`config.mk`:
```
export PLATFORM = sky130hd
export DESIGN_NAME = hazard_bypass_unit_flat
export DESIGN_NICKNAME = d
export VERILOG_FILES = /design/src/rtl/hazard_bypass_unit_if.sv /design/src/rtl/hazard_bypass_unit.sv /design/src/flat_wrapper.sv
export SDC_FILE = /design/constraint.sdc
export NUM_CORES = 1
export LEC_CHECK = 0
export ABC_AREA = 1
export CAP_MARGIN = 20
export CORE_ASPECT_RATIO = 0.75
export CORE_UTILIZATION = 29
export CTS_CLUSTER_SIZE = 12
export DETAILED_ROUTE_END_ITERATION = 8
export PLACE_DENSITY = 0.79
export SLEW_MARGIN = 40
export SYNTH_ARGS = -nofsm -noshare
export SYNTH_HDL_FRONTEND = slang
export SYNTH_SLANG_ARGS = --single-unit
```
`constraint.sdc`:
```
create_clock -name clk -period 1.9 [get_ports clk]
set_input_delay 0.475 -clock clk [delete_from_list [all_inputs] [get_ports clk]]
set_output_delay 0.475 -clock clk [all_outputs]
set_load 0.01 [all_outputs]
```
`src/rtl/hazard_bypass_unit_if.sv`:
```
// Pipeline-side bundle for hazard_bypass_unit: ID/EX/MEM/WB fields in, operand muxes and hazard controls out.
// Latency: none (wires only); the unit's forwarding and stall decode are combinational from these fields.
// Backpressure: stall/id_ex_flush returned here hold the front end; stall_cycles exists only with HAZ_STALL_CNT_EN.
interface hazard_bypass_unit_if #(
    parameter int DATA_W     = 32,
    parameter int REG_ADDR_W = 5
);
    // ID stage
    logic [REG_ADDR_W-1:0] if_id_rs;
    logic [REG_ADDR_W-1:0] if_id_rt;
    logic                  if_id_uses_rs;
    logic                  if_id_uses_rt;
    logic                  if_id_is_muldiv;
    logic [REG_ADDR_W-1:0] if_id_muldiv_rd;
    // EX stage
    logic [REG_ADDR_W-1:0] id_ex_rs;
    logic [REG_ADDR_W-1:0] id_ex_rt;
    logic [REG_ADDR_W-1:0] id_ex_rd;
    logic                  id_ex_mem_read;
    // MEM stage
    logic [REG_ADDR_W-1:0] ex_mem_rd;
    logic                  ex_mem_reg_write;
    logic [DATA_W-1:0]     ex_mem_alu_result;
    // WB stage
    logic [REG_ADDR_W-1:0] mem_wb_rd;
    logic                  mem_wb_reg_write;
    logic [DATA_W-1:0]     mem_wb_data;
    // Regfile reads feeding EX
    logic [DATA_W-1:0]     reg_a_data;
    logic [DATA_W-1:0]     reg_b_data;
    // Results
    logic [DATA_W-1:0]     alu_src_a;
    logic [DATA_W-1:0]     alu_src_b_reg;
    logic [1:0]            forward_a;
    logic [1:0]            forward_b;
    logic                  stall;
    logic                  id_ex_flush;
    logic                  muldiv_busy;
    logic                  muldiv_done;
`ifdef HAZ_STALL_CNT_EN
    logic [31:0]           stall_cycles;
`endif

    // Pipeline side: drives stage fields, consumes hazard controls.
    modport master (
        output if_id_rs, if_id_rt, if_id_uses_rs, if_id_uses_rt, if_id_is_muldiv, if_id_muldiv_rd,
        output id_ex_rs, id_ex_rt, id_ex_rd, id_ex_mem_read,
        output ex_mem_rd, ex_mem_reg_write, ex_mem_alu_result,
        output mem_wb_rd, mem_wb_reg_write, mem_wb_data,
        output reg_a_data, reg_b_data,
        input  alu_src_a, alu_src_b_reg, forward_a, forward_b,
        input  stall, id_ex_flush, muldiv_busy, muldiv_done
`ifdef HAZ_STALL_CNT_EN
        , input stall_cycles
`endif
    );

    // Hazard unit side.
    modport slave (
        input  if_id_rs, if_id_rt, if_id_uses_rs, if_id_uses_rt, if_id_is_muldiv, if_id_muldiv_rd,
        input  id_ex_rs, id_ex_rt, id_ex_rd, id_ex_mem_read,
        input  ex_mem_rd, ex_mem_reg_write, ex_mem_alu_result,
        input  mem_wb_rd, mem_wb_reg_write, mem_wb_data,
        input  reg_a_data, reg_b_data,
        output alu_src_a, alu_src_b_reg, forward_a, forward_b,
        output stall, id_ex_flush, muldiv_busy, muldiv_done
`ifdef HAZ_STALL_CNT_EN
        , output stall_cycles
`endif
    );
endinterface

```
`src/rtl/hazard_bypass_unit.sv`:
```
// Hazard/forwarding unit for the 5-stage MIPS pipe: EX operand bypass, load-use stall, mul/div scoreboard.
// Latency: forwarding and stall are combinational; the scoreboard holds a mul/div for MULDIV_LAT cycles.
// Backpressure: stall holds PC/IF-ID and id_ex_flush bubbles ID/EX; optional HAZ_STALL_CNT_EN adds stall_cycles.
module hazard_bypass_unit #(
    parameter int DATA_W     = 32,
    parameter int REG_ADDR_W = 5,
    parameter int MULDIV_LAT = 4
) (
    input logic                clk,
    input logic                rst_n,
    hazard_bypass_unit_if.slave bus
);
    localparam int CNT_W = $clog2(MULDIV_LAT + 1);

    typedef enum logic {
        SB_IDLE = 1'b0,
        SB_BUSY = 1'b1
    } sb_state_t;

    sb_state_t             state_q;
    logic [CNT_W-1:0]      cnt_q;
    logic [REG_ADDR_W-1:0] pending_rd_q;
    logic                  done_q;

    logic [1:0]            fwd_a;
    logic [1:0]            fwd_b;
    logic [DATA_W-1:0]     src_a;
    logic [DATA_W-1:0]     src_b;
    logic                  load_use;
    logic                  sb_hit;
    logic                  sb_struct;
    logic                  stall;

    // Operand bypass select: youngest producer (EX/MEM) wins over MEM/WB; r0 is never bypassed.
    always_comb begin
        fwd_a = 2'b00;
        fwd_b = 2'b00;
        if (bus.ex_mem_reg_write && bus.ex_mem_rd != '0 && bus.id_ex_rs == bus.ex_mem_rd)
            fwd_a = 2'b10;
        else if (bus.mem_wb_reg_write && bus.mem_wb_rd != '0 && bus.id_ex_rs == bus.mem_wb_rd)
            fwd_a = 2'b01;
        if (bus.ex_mem_reg_write && bus.ex_mem_rd != '0 && bus.id_ex_rt == bus.ex_mem_rd)
            fwd_b = 2'b10;
        else if (bus.mem_wb_reg_write && bus.mem_wb_rd != '0 && bus.id_ex_rt == bus.mem_wb_rd)
            fwd_b = 2'b01;
    end

    // Operand muxes driven by the selects above.
    always_comb begin
        src_a = bus.reg_a_data;
        src_b = bus.reg_b_data;
        case (fwd_a)
            2'b10:   src_a = bus.ex_mem_alu_result;
            2'b01:   src_a = bus.mem_wb_data;
            default: src_a = bus.reg_a_data;
        endcase
        case (fwd_b)
            2'b10:   src_b = bus.ex_mem_alu_result;
            2'b01:   src_b = bus.mem_wb_data;
            default: src_b = bus.reg_b_data;
        endcase
    end

    // ID-stage hazard decode. Reset gates stall so controls read 0 while rst_n is low,
    // even if the pipeline registers upstream still hold a load-use pattern.
    always_comb begin
        load_use  = bus.id_ex_mem_read && bus.id_ex_rd != '0 &&
                    ((bus.if_id_uses_rs && bus.if_id_rs == bus.id_ex_rd) ||
                     (bus.if_id_uses_rt && bus.if_id_rt == bus.id_ex_rd));
        sb_hit    = state_q == SB_BUSY && pending_rd_q != '0 &&
                    ((bus.if_id_uses_rs && bus.if_id_rs == pending_rd_q) ||
                     (bus.if_id_uses_rt && bus.if_id_rt == pending_rd_q));
        sb_struct = state_q == SB_BUSY && bus.if_id_is_muldiv;
        stall     = rst_n && (load_use || sb_hit || sb_struct);
    end

    // Scoreboard: accept one mul/div from IDLE, count down MULDIV_LAT cycles, done flag
    // registered so it is high exactly in the cycle with cnt == 1.
    always_ff @(posedge clk or negedge rst_n) begin
        if (!rst_n) begin
            state_q      <= SB_IDLE;
            cnt_q        <= '0;
            pending_rd_q <= '0;
            done_q       <= 1'b0;
        end else begin
            case (state_q)
                SB_IDLE: begin
                    done_q <= 1'b0;
                    if (bus.if_id_is_muldiv && !stall) begin
                        state_q      <= SB_BUSY;
                        cnt_q        <= CNT_W'(MULDIV_LAT);
                        pending_rd_q <= bus.if_id_muldiv_rd;
                    end
                end
                default: begin
                    cnt_q  <= cnt_q - CNT_W'(1);
                    done_q <= (cnt_q == CNT_W'(2));
                    if (cnt_q == CNT_W'(1)) begin
                        state_q      <= SB_IDLE;
                        pending_rd_q <= '0;
                        done_q       <= 1'b0;
                    end
                end
            endcase
        end
    end

`ifdef HAZ_STALL_CNT_EN
    logic [31:0] stall_cycles_q;

    // Saturating count of cycles spent stalled.
    always_ff @(posedge clk or negedge rst_n) begin
        if (!rst_n)
            stall_cycles_q <= '0;
        else if (stall && stall_cycles_q != 32'hFFFF_FFFF)
            stall_cycles_q <= stall_cycles_q + 32'd1;
    end

    assign bus.stall_cycles = stall_cycles_q;
`endif

    assign bus.forward_a     = fwd_a;
    assign bus.forward_b     = fwd_b;
    assign bus.alu_src_a     = src_a;
    assign bus.alu_src_b_reg = src_b;
    assign bus.stall         = stall;
    assign bus.id_ex_flush   = stall;
    assign bus.muldiv_busy   = (state_q == SB_BUSY);
    assign bus.muldiv_done   = done_q;
endmodule

```
`src/flat_wrapper.sv`:
```
// flat-port wrapper written by rule: the top's interface ports become plain ports
module hazard_bypass_unit_flat 
#(
    parameter int DATA_W     = 32,
    parameter int REG_ADDR_W = 5,
    parameter int MULDIV_LAT = 4
)
  (clk, rst_n, bus_if_id_rs, bus_if_id_rt, bus_if_id_uses_rs, bus_if_id_uses_rt, bus_if_id_is_muldiv, bus_if_id_muldiv_rd, bus_id_ex_rs, bus_id_ex_rt, bus_id_ex_rd, bus_id_ex_mem_read, bus_ex_mem_rd, bus_ex_mem_reg_write, bus_ex_mem_alu_result, bus_mem_wb_rd, bus_mem_wb_reg_write, bus_mem_wb_data, bus_reg_a_data, bus_reg_b_data, bus_alu_src_a, bus_alu_src_b_reg, bus_forward_a, bus_forward_b, bus_stall, bus_id_ex_flush, bus_muldiv_busy, bus_muldiv_done);
  hazard_bypass_unit_if #(.DATA_W(DATA_W), .REG_ADDR_W(REG_ADDR_W)) bus_i ();
  input logic clk;
  input logic rst_n;
  input wire logic [$bits(bus_i.if_id_rs)-1:0] bus_if_id_rs;
  input wire logic [$bits(bus_i.if_id_rt)-1:0] bus_if_id_rt;
  input wire logic [$bits(bus_i.if_id_uses_rs)-1:0] bus_if_id_uses_rs;
  input wire logic [$bits(bus_i.if_id_uses_rt)-1:0] bus_if_id_uses_rt;
  input wire logic [$bits(bus_i.if_id_is_muldiv)-1:0] bus_if_id_is_muldiv;
  input wire logic [$bits(bus_i.if_id_muldiv_rd)-1:0] bus_if_id_muldiv_rd;
  input wire logic [$bits(bus_i.id_ex_rs)-1:0] bus_id_ex_rs;
  input wire logic [$bits(bus_i.id_ex_rt)-1:0] bus_id_ex_rt;
  input wire logic [$bits(bus_i.id_ex_rd)-1:0] bus_id_ex_rd;
  input wire logic [$bits(bus_i.id_ex_mem_read)-1:0] bus_id_ex_mem_read;
  input wire logic [$bits(bus_i.ex_mem_rd)-1:0] bus_ex_mem_rd;
  input wire logic [$bits(bus_i.ex_mem_reg_write)-1:0] bus_ex_mem_reg_write;
  input wire logic [$bits(bus_i.ex_mem_alu_result)-1:0] bus_ex_mem_alu_result;
  input wire logic [$bits(bus_i.mem_wb_rd)-1:0] bus_mem_wb_rd;
  input wire logic [$bits(bus_i.mem_wb_reg_write)-1:0] bus_mem_wb_reg_write;
  input wire logic [$bits(bus_i.mem_wb_data)-1:0] bus_mem_wb_data;
  input wire logic [$bits(bus_i.reg_a_data)-1:0] bus_reg_a_data;
  input wire logic [$bits(bus_i.reg_b_data)-1:0] bus_reg_b_data;
  output wire logic [$bits(bus_i.alu_src_a)-1:0] bus_alu_src_a;
  output wire logic [$bits(bus_i.alu_src_b_reg)-1:0] bus_alu_src_b_reg;
  output wire logic [$bits(bus_i.forward_a)-1:0] bus_forward_a;
  output wire logic [$bits(bus_i.forward_b)-1:0] bus_forward_b;
  output wire logic [$bits(bus_i.stall)-1:0] bus_stall;
  output wire logic [$bits(bus_i.id_ex_flush)-1:0] bus_id_ex_flush;
  output wire logic [$bits(bus_i.muldiv_busy)-1:0] bus_muldiv_busy;
  output wire logic [$bits(bus_i.muldiv_done)-1:0] bus_muldiv_done;
  assign bus_i.if_id_rs = bus_if_id_rs;
  assign bus_i.if_id_rt = bus_if_id_rt;
  assign bus_i.if_id_uses_rs = bus_if_id_uses_rs;
  assign bus_i.if_id_uses_rt = bus_if_id_uses_rt;
  assign bus_i.if_id_is_muldiv = bus_if_id_is_muldiv;
  assign bus_i.if_id_muldiv_rd = bus_if_id_muldiv_rd;
  assign bus_i.id_ex_rs = bus_id_ex_rs;
  assign bus_i.id_ex_rt = bus_id_ex_rt;
  assign bus_i.id_ex_rd = bus_id_ex_rd;
  assign bus_i.id_ex_mem_read = bus_id_ex_mem_read;
  assign bus_i.ex_mem_rd = bus_ex_mem_rd;
  assign bus_i.ex_mem_reg_write = bus_ex_mem_reg_write;
  assign bus_i.ex_mem_alu_result = bus_ex_mem_alu_result;
  assign bus_i.mem_wb_rd = bus_mem_wb_rd;
  assign bus_i.mem_wb_reg_write = bus_mem_wb_reg_write;
  assign bus_i.mem_wb_data = bus_mem_wb_data;
  assign bus_i.reg_a_data = bus_reg_a_data;
  assign bus_i.reg_b_data = bus_reg_b_data;
  assign bus_alu_src_a = bus_i.alu_src_a;
  assign bus_alu_src_b_reg = bus_i.alu_src_b_reg;
  assign bus_forward_a = bus_i.forward_a;
  assign bus_forward_b = bus_i.forward_b;
  assign bus_stall = bus_i.stall;
  assign bus_id_ex_flush = bus_i.id_ex_flush;
  assign bus_muldiv_busy = bus_i.muldiv_busy;
  assign bus_muldiv_done = bus_i.muldiv_done;
  hazard_bypass_unit #(.DATA_W(DATA_W), .REG_ADDR_W(REG_ADDR_W), .MULDIV_LAT(MULDIV_LAT)) u_core (.clk(clk), .rst_n(rst_n), .bus(bus_i));
endmodule
```
==> results of run 1 <==
[path summary, 6_finish.rpt]
check | start | endpoint | slack (ns) | cells past startpoint
min reg2reg | u_core.cnt_q[2]$_DFFE_PN0P_ | u_core.cnt_q[2]$_DFFE_PN0P_ | 0.50 | 2
min | u_core.cnt_q[2]$_DFFE_PN0P_ | u_core.cnt_q[2]$_DFFE_PN0P_ | 0.50 | 2
max in group asynchronous | rst_n | u_core.pending_rd_q[1]$_DFFE_PN0P_ | 1.16 | 2
min in group asynchronous | rst_n | u_core.bus.muldiv_done$_DFF_PN0_ | 0.59 | 2
max reg2reg | u_core.pending_rd_q[0]$_DFFE_PN0P_ | u_core.pending_rd_q[1]$_DFFE_PN0P_ | 0.28 | 13
max | bus_id_ex_rs[1] | bus_alu_src_a[8] | -0.58 | 10
[per-stage QoR]
step / area (µm²) / instances
global placement: 5580 / 830
floorplan: 2870 / 453
finish: 6330 / 868
detailed placement: 5580 / 830
global route: 6330 / 868
CTS: 5830 / 857
[routing by layer]
layer	wire [µm]	share of wire (%)	vias to the layer above
met4	835	5.1	0
li1	-	-	2107
met1	6200	38	2084
met5	0	0	-
met3	1390	8.5	73
met2	7910	48	249
[cell families (layout without fill, tap and decap cells)]
group	after synthesis	after routing
AND/OR/NAND/NOR	260	260
buffers and inverters	88	374
AO/OA/AOI/OAI	72	72
XOR/XNOR	20	20
flip-flops	10	10
adder cells (fa/ha/maj)	3	3
other	0	1
[cells in the mapped netlist, drive strengths merged]
library cell  number
nand2            143
nand3             82
o211ai            64
inv               59
buf               26
nor2              24
xnor2             12
dfrtp             10
xor2               8
nand4              7
o21ai              7
nor3               4
ha                 3
clkbuf             2
a21oi              1
clkinv             1
[power by group]
part	switching, W	leakage, nW	total [W]	internal [W]
registers	0.000101	0.123	0.000412	0.000311
clock network	0.0000965	0.0442	0.000413	0.000316
logic	0.000813	2.96	0.00169	0.000876
total	0.00101	3.12	0.00251	0.00150
[flip-flops by register name (all words and copies together) (netlist names)]
register,count
u_core.pending_rd_q,5
u_core.cnt_q,3
u_core.bus.muldiv_busy,1
u_core.bus.muldiv_done,1
[tightest hold or removal path: stages (launching register included)]
cell,delay [ns]
sky130_fd_sc_hd__dfrtp_1,0.34
sky130_fd_sc_hd__nand2_1,0.05
sky130_fd_sc_hd__nand3_1,0.07
[area by class of cell]
class,instances,area (µm²)
Timing Repair Buffer,310,3020
Sequential cell,10,251
Multi-Input combinational cell,355,2580
Tap cell,128,160
Clock buffer,4,88.8
Fill cell,743,2830
Antenna cell,1,2.50
Inverter,60,228
[repair_timing]
action,in CTS,in global routing
endpoints found under the hold margin,0,0
pin swaps,33,48
gates cloned,5,9
setup buffers,19,5
gates resized for setup,501,98
endpoints found under the setup margin,77,70
hold buffers,0,0
==> metrics, run 1 <==
worst endpoint data arrival time 2.00 ns; worst path setup slack after routing -0.580 ns; Worst Tran Pin Value 0.257 ns; TritonCTS clock tree built; count of buffers from port buffering 247; num rows 30; sequential area share after synthesis 9.07%; post-route clock period utilization 131%; Min-Delay Path Class flip-flop to flip-flop; Peak Freq 403 MHz; starting density of the core 30.1%; DRT Wirelength 16300 µm; post-route total power 0.00251 W; Root Buffer Master sky130_fd_sc_hd__clkbuf_16; mean cell area of the mapped netlist 6.09 µm²; pins over their slew limit 0; worst-path cell chain buf_2, buf_6, xnor2_2, nand2_1, nor3_2, nand2_2, buf_4, buf_16, o211ai_1, buf_2; nets@finish 919; fraction of layout instances using a drive strength above 1 44.5%; cell class contributing the biggest share of worst-path delay buffers and inverters; count of unresolved DRC violations after routing 0; DIE AREA 9920 µm²; number of buffers inserted during clock tree synthesis 3; total core area 9160 µm²; fin util 69.1%; maximum level of the CTS H-tree 1; global-route track usage on met2 49.9%; residual antenna-violating net count after detailed routing 0; Total GRT Usage 27.6%; Syn Nets 632; Worst setup SP type input pin; fraction of synthesized cell area taken by the top area cell type 15.5%; worst hold slack across all endpoints 0.499 ns; Worst Setup Path Type input pin to primary output; routed len/inst 18.8 µm; leakage power of the design 3.12 nW; first-pass GRT wire length 21500 µm; YS warnings 0; cell type of the slowest stage on the worst timing path sky130_fd_sc_hd__o211ai_1; clock latency of the later-clocked register in the worst-skew pair 0.23 ns; via count of the first global-routing pass 4187; RSZ-0062 raised after global routing yes; worst clock skew 0.000544 ns; basic-gate share of the synthesized area counting and, or, nand and nor cells 44.6%; global-route layer with the greatest usage met2; clock slew seen by the registers of the worst setup and hold paths 0.04 ns; clock period minus worst slack 2.48 ns; via density per instance 5.20; number of failing hold endpoints at the final stage 0; Max Fanout on Critical Path 26; leading cell type in the layout, fill and taps excluded sky130_fd_sc_hd__clkdlybuf4s50_1; top library cells by usage in the layout, fill and taps aside sky130_fd_sc_hd__clkdlybuf4s50_1, sky130_fd_sc_hd__nand2_1, sky130_fd_sc_hd__buf_2; combinational family with the most area after synthesis simple AND/OR/NAND/NOR gates; floorplan die width 115 µm; Final GP Congestion 0.938; met3 track demand over resource in global routing 5.66%; post-synthesis cell count 453; boundary pin count 248; antenna violations before repair 1; fraction of synthesized area in multiplexers 0%; Via Count 4513; outcome complete, but fails checks; Req. time, crit path 1.42 ns; adder and majority cell fraction of the synthesized area 1.36%; worst slew margin relative to its limit 82.8%; Maximum Capacitance Violations 0; sinks on the clock net 10; total iterations of the first detailed-routing run 5; post-synthesis to final-layout area growth 129%; main area contributors after synthesis sky130_fd_sc_hd__nand2_1, sky130_fd_sc_hd__nand3_1, sky130_fd_sc_hd__o211ai_2; post-synthesis sequential element count 10; Critical Path End Type primary output; Max clock buf depth 2; worst setup timing slack at the placement stage -1.37 ns; xor-xnor portion of the synthesized cell area 6.35%; area leader, netlist sky130_fd_sc_hd__nand2_1; highest ir drop seen on vdd 0.636 mV; worst stage delay on the critical path 0.24 ns; post-synthesis compound-gate area fraction 24.3%; vertical extent of the die 86.5 µm; number of setup violations in the final report 70; met1 global-route usage 32.8%; buffers and inverters on the worst path 5; count of unique library cells instantiated by Yosys 29; Power per Cell Area 397 nW/µm²; Top cell by count, worst path sky130_fd_sc_hd__buf_2; violated checks setup timing; setup TNS after final layout -34.25 ns; maximum number of pins on one net before global-route repair 53; synthesized area 2760 µm²; first-iteration detailed-routing DRC count 215; placed wire-length estimate 10900 µm; total congestion overflow after global routing 0
No activity file was read; power rests on OpenSTA's default activity.
==> run 2: changes to the inputs <==
--- a/config.mk
+++ b/config.mk
@@ -8,10 +8,10 @@
 export ABC_AREA = 1
 export CAP_MARGIN = 20
 export CORE_ASPECT_RATIO = 0.75
-export CORE_UTILIZATION = 29
+export CORE_UTILIZATION = 32
 export CTS_CLUSTER_SIZE = 12
 export DETAILED_ROUTE_END_ITERATION = 8
-export PLACE_DENSITY = 0.79
+export PLACE_DENSITY = 0.83
 export SLEW_MARGIN = 40
 export SYNTH_ARGS = -nofsm -noshare
 export SYNTH_HDL_FRONTEND = slang
==> constraint.sdc (replaced) <==
create_clock -name clk -period 2.8 [get_ports clk]
set_input_delay 0.7 -clock clk [delete_from_list [all_inputs] [get_ports clk]]
set_output_delay 0.7 -clock clk [all_outputs]
set_load 0.01 [all_outputs]
==> run 2 against run 1 <==
Against the previous run: the flow still finishes with violations (setup timing); critical endpoint is now bus_alu_src_a[5]; non-clock buffer count decreased by 18; via count decreased by 4.9%; first-iteration DRC count decreased by 2.8%; total power decreased by 37%; count of clock-buffer cells in the layout decreased by 1; largest cell class unchanged; routed wire length decreased by 7.2%.
==> metrics, run 2 (synthesized netlist as in run 1, its figures left out) <==
TritonCTS clock tree built; starting density of the core 34.0% (+3.8 points); top library cells by usage in the layout, fill and taps aside sky130_fd_sc_hd__clkdlybuf4s50_1, sky130_fd_sc_hd__nand2_1, sky130_fd_sc_hd__nand3_1; Power per Cell Area 267 nW/µm² (-33%); vertical extent of the die 82.4 µm (-4.7%); Biggest register u_core.pending_rd_q; placed wire-length estimate 11500 µm (+5.4%); worst endpoint data arrival time 2.22 ns (+0.22 ns); residual antenna-violating net count after detailed routing 0 (unchanged); area of the multi-input gates 2460 µm² (-4.3%); pins over their slew limit 0 (unchanged); Top Registers u_core.pending_rd_q x5, u_core.cnt_q x3; Critical Path End Type primary output; nets@finish 901 (-2.0%); outcome complete, but fails checks; total congestion overflow after global routing 0 (unchanged); Peak Freq 343 MHz; Worst Setup Path Type input pin to primary output; post-route total power 0.00158 W (-37%); Req. time, crit path 2.10 ns (+0.68 ns); highest ir drop seen on vdd 0.342 mV (-46%); post-route clock period utilization 104%; floorplan die width 109 µm (-4.7%); routed len/inst 18.3 µm (-2.8%); first-iteration detailed-routing DRC count 209 (-2.8%); Worst Tran Pin Value 0.286 ns (+0.0293 ns); via count of the first global-routing pass 4111 (-1.8%); clock slew seen by the registers of the worst setup and hold paths 0.04 ns (about the same); number of hold-repair buffers added at the cts stage 0 (unchanged); DIE AREA 9000 µm² (-9.2%); maximum number of pins on one net before global-route repair 33 (-38%); number of setup violations in the final report 64 (-8.6%); Max Fanout on Critical Path 5 (-81%); post-synthesis to final-layout area growth 115%; fill cell count 609 (-18%); number of failing hold endpoints at the final stage 0 (unchanged); first-pass GRT wire length 21600 µm (+0.52%); fin util 72.9% (+3.8 points); count of unresolved DRC violations after routing 0 (unchanged); count of buffers from port buffering 247 (unchanged); Via Count 4292 (-4.9%); Max clock buf depth 2 (unchanged); worst path setup slack after routing -0.120 ns (+0.460 ns); fraction of layout instances using a drive strength above 1 36.3% (-8.3 points); flip-flop and latch area 250 µm² (-0.50%); DRT Wirelength 15200 µm (-7.2%); clock latency of the later-clocked register in the worst-skew pair 0.23 ns (about the same); leakage power of the design 2.95 nW (-5.5%); Largest register FFs 5 (unchanged); num rows 28 (-6.7%); sinks on the clock net 10 (unchanged); worst slew margin relative to its limit 80.8% (-2.0 points); Worst setup SP type input pin; total iterations of the first detailed-routing run 5 (unchanged); total core area 8130 µm² (-11%); violated checks setup timing; worst clock skew 0.00102 ns (+0.000475 ns); Total GRT Usage 31.8% (+4.2 points); RSZ-0062 raised after global routing yes; maximum level of the CTS H-tree 1 (unchanged); Min-Delay Path Class flip-flop to flip-flop; boundary pin count 248 (unchanged); leading cell type in the layout, fill and taps excluded sky130_fd_sc_hd__clkdlybuf4s50_1; Maximum Capacitance Violations 0 (unchanged); clock period minus worst slack 2.92 ns; via density per instance 5.18 (-0.42%); number of buffers inserted during clock tree synthesis 3 (unchanged); Final GP Congestion 1.05 (+12%); antenna violations before repair 4 (+3); Root Buffer Master sky130_fd_sc_hd__clkbuf_16
==> run 2: changes by cell type in the layout (fill, tap and decap cells not counted), moves of 4 or more <==
| cell | delta |
|---|---|
| sky130_fd_sc_hd__nand3_2 | -21 |
| sky130_fd_sc_hd__clkdlybuf4s15_2 | -4 |
| sky130_fd_sc_hd__inv_2 | -9 |
| sky130_fd_sc_hd__buf_6 | -14 |
| sky130_fd_sc_hd__nand3_1 | +21 |
| sky130_fd_sc_hd__clkdlybuf4s50_1 | +8 |
| sky130_fd_sc_hd__clkbuf_16 | -6 |
| sky130_fd_sc_hd__inv_1 | +9 |
| sky130_fd_sc_hd__buf_16 | -4 |
| sky130_fd_sc_hd__buf_2 | -10 |
| sky130_fd_sc_hd__dlygate4sd2_1 | +7 |
==> run 2: worst paths after layout <==
path	from	endpoint	slack, ns	depth (start not counted)
min in group asynchronous	rst_n	u_core.pending_rd_q[4]$_DFFE_PN0P_	0.80	2
max	bus_id_ex_rs[4]	bus_alu_src_a[5]	-0.12	11
max in group asynchronous	rst_n	u_core.pending_rd_q[2]$_DFFE_PN0P_	1.86	2
min	u_core.cnt_q[2]$_DFFE_PN0P_	u_core.cnt_q[2]$_DFFE_PN0P_	0.51	2
max reg2reg	u_core.pending_rd_q[0]$_DFFE_PN0P_	u_core.pending_rd_q[4]$_DFFE_PN0P_	1.13	11
min reg2reg	u_core.cnt_q[2]$_DFFE_PN0P_	u_core.cnt_q[2]$_DFFE_PN0P_	0.51	2
==> run 2: final cells by class <==
cell class	count	share of cell area, %
diodes	4	0.169
clock buffers	3	1.27
inverters	60	3.84
multi-input cells	355	41.6
flip-flops and latches	10	4.22
well taps	105	2.22
repair buffers	292	46.7
==> run 2: power by group <==
| part | leakage (nW) | internal (W) | switching, W |
|---|---|---|---|
| sequential | 0.124 | 0.000210 | 0.0000771 |
| clock | 0.0370 | 0.000185 | 0.0000643 |
| combinational | 2.79 | 0.000534 | 0.000513 |
==> run 2: critical path, cell delays in order <==
cell                            delay (ns)
sky130_fd_sc_hd__dlygate4sd2_1        0.30
sky130_fd_sc_hd__xor2_1               0.24
sky130_fd_sc_hd__nor2_1               0.08
sky130_fd_sc_hd__nand2_2              0.10
sky130_fd_sc_hd__inv_2                0.05
sky130_fd_sc_hd__nor2_4               0.15
sky130_fd_sc_hd__buf_12               0.13
sky130_fd_sc_hd__buf_8                0.12
sky130_fd_sc_hd__nand2_4              0.04
sky130_fd_sc_hd__o211ai_1             0.11
sky130_fd_sc_hd__buf_2                0.18
==> run 2: repair_timing <==
action / in CTS / in global routing
gates cloned: 6 / 0
pin swaps: 27 / 26
setup endpoints to repair: 70 / 69
buffers inserted: 12 / 6
resized for setup: 409 / 97
hold endpoints to repair: 0 / 0
==> run 2: routing by layer <==
metal  global-route usage [%]  up-vias  share of wire, %
met2                     58.2      236                49
met1                     35.8     1950                37
met5                        0        -                 0
met4                     12.9        0               3.9
li1                         -     2068                 -
met3                     7.38       38               9.4
==> run 2: stage by stage <==
step	hold slack (ns)	area, µm²	setup TNS (ns)	instances	setup WS [ns]
global placement	0.481	5450	-50.36	803	-0.787
floorplan	0.404	2760	0	453	0.377
global route	0.545	5930	-8.80	829	-0.195
finish	0.514	5930	-4.12	829	-0.120
CTS	0.518	5610	-1.93	824	-0.0798
detailed placement	0.509	5450	-53.40	803	-0.857
==> run 3: changes to the inputs <==
--- a/config.mk
+++ b/config.mk
@@ -9,7 +9,7 @@
 export CAP_MARGIN = 20
 export CORE_ASPECT_RATIO = 0.75
 export CORE_UTILIZATION = 32
-export CTS_CLUSTER_SIZE = 12
+export CTS_CLUSTER_SIZE = 24
 export DETAILED_ROUTE_END_ITERATION = 8
 export PLACE_DENSITY = 0.83
 export SLEW_MARGIN = 40
==> results of run 3 <==
Final layout, timing and power as in run 2 (identical DEF).
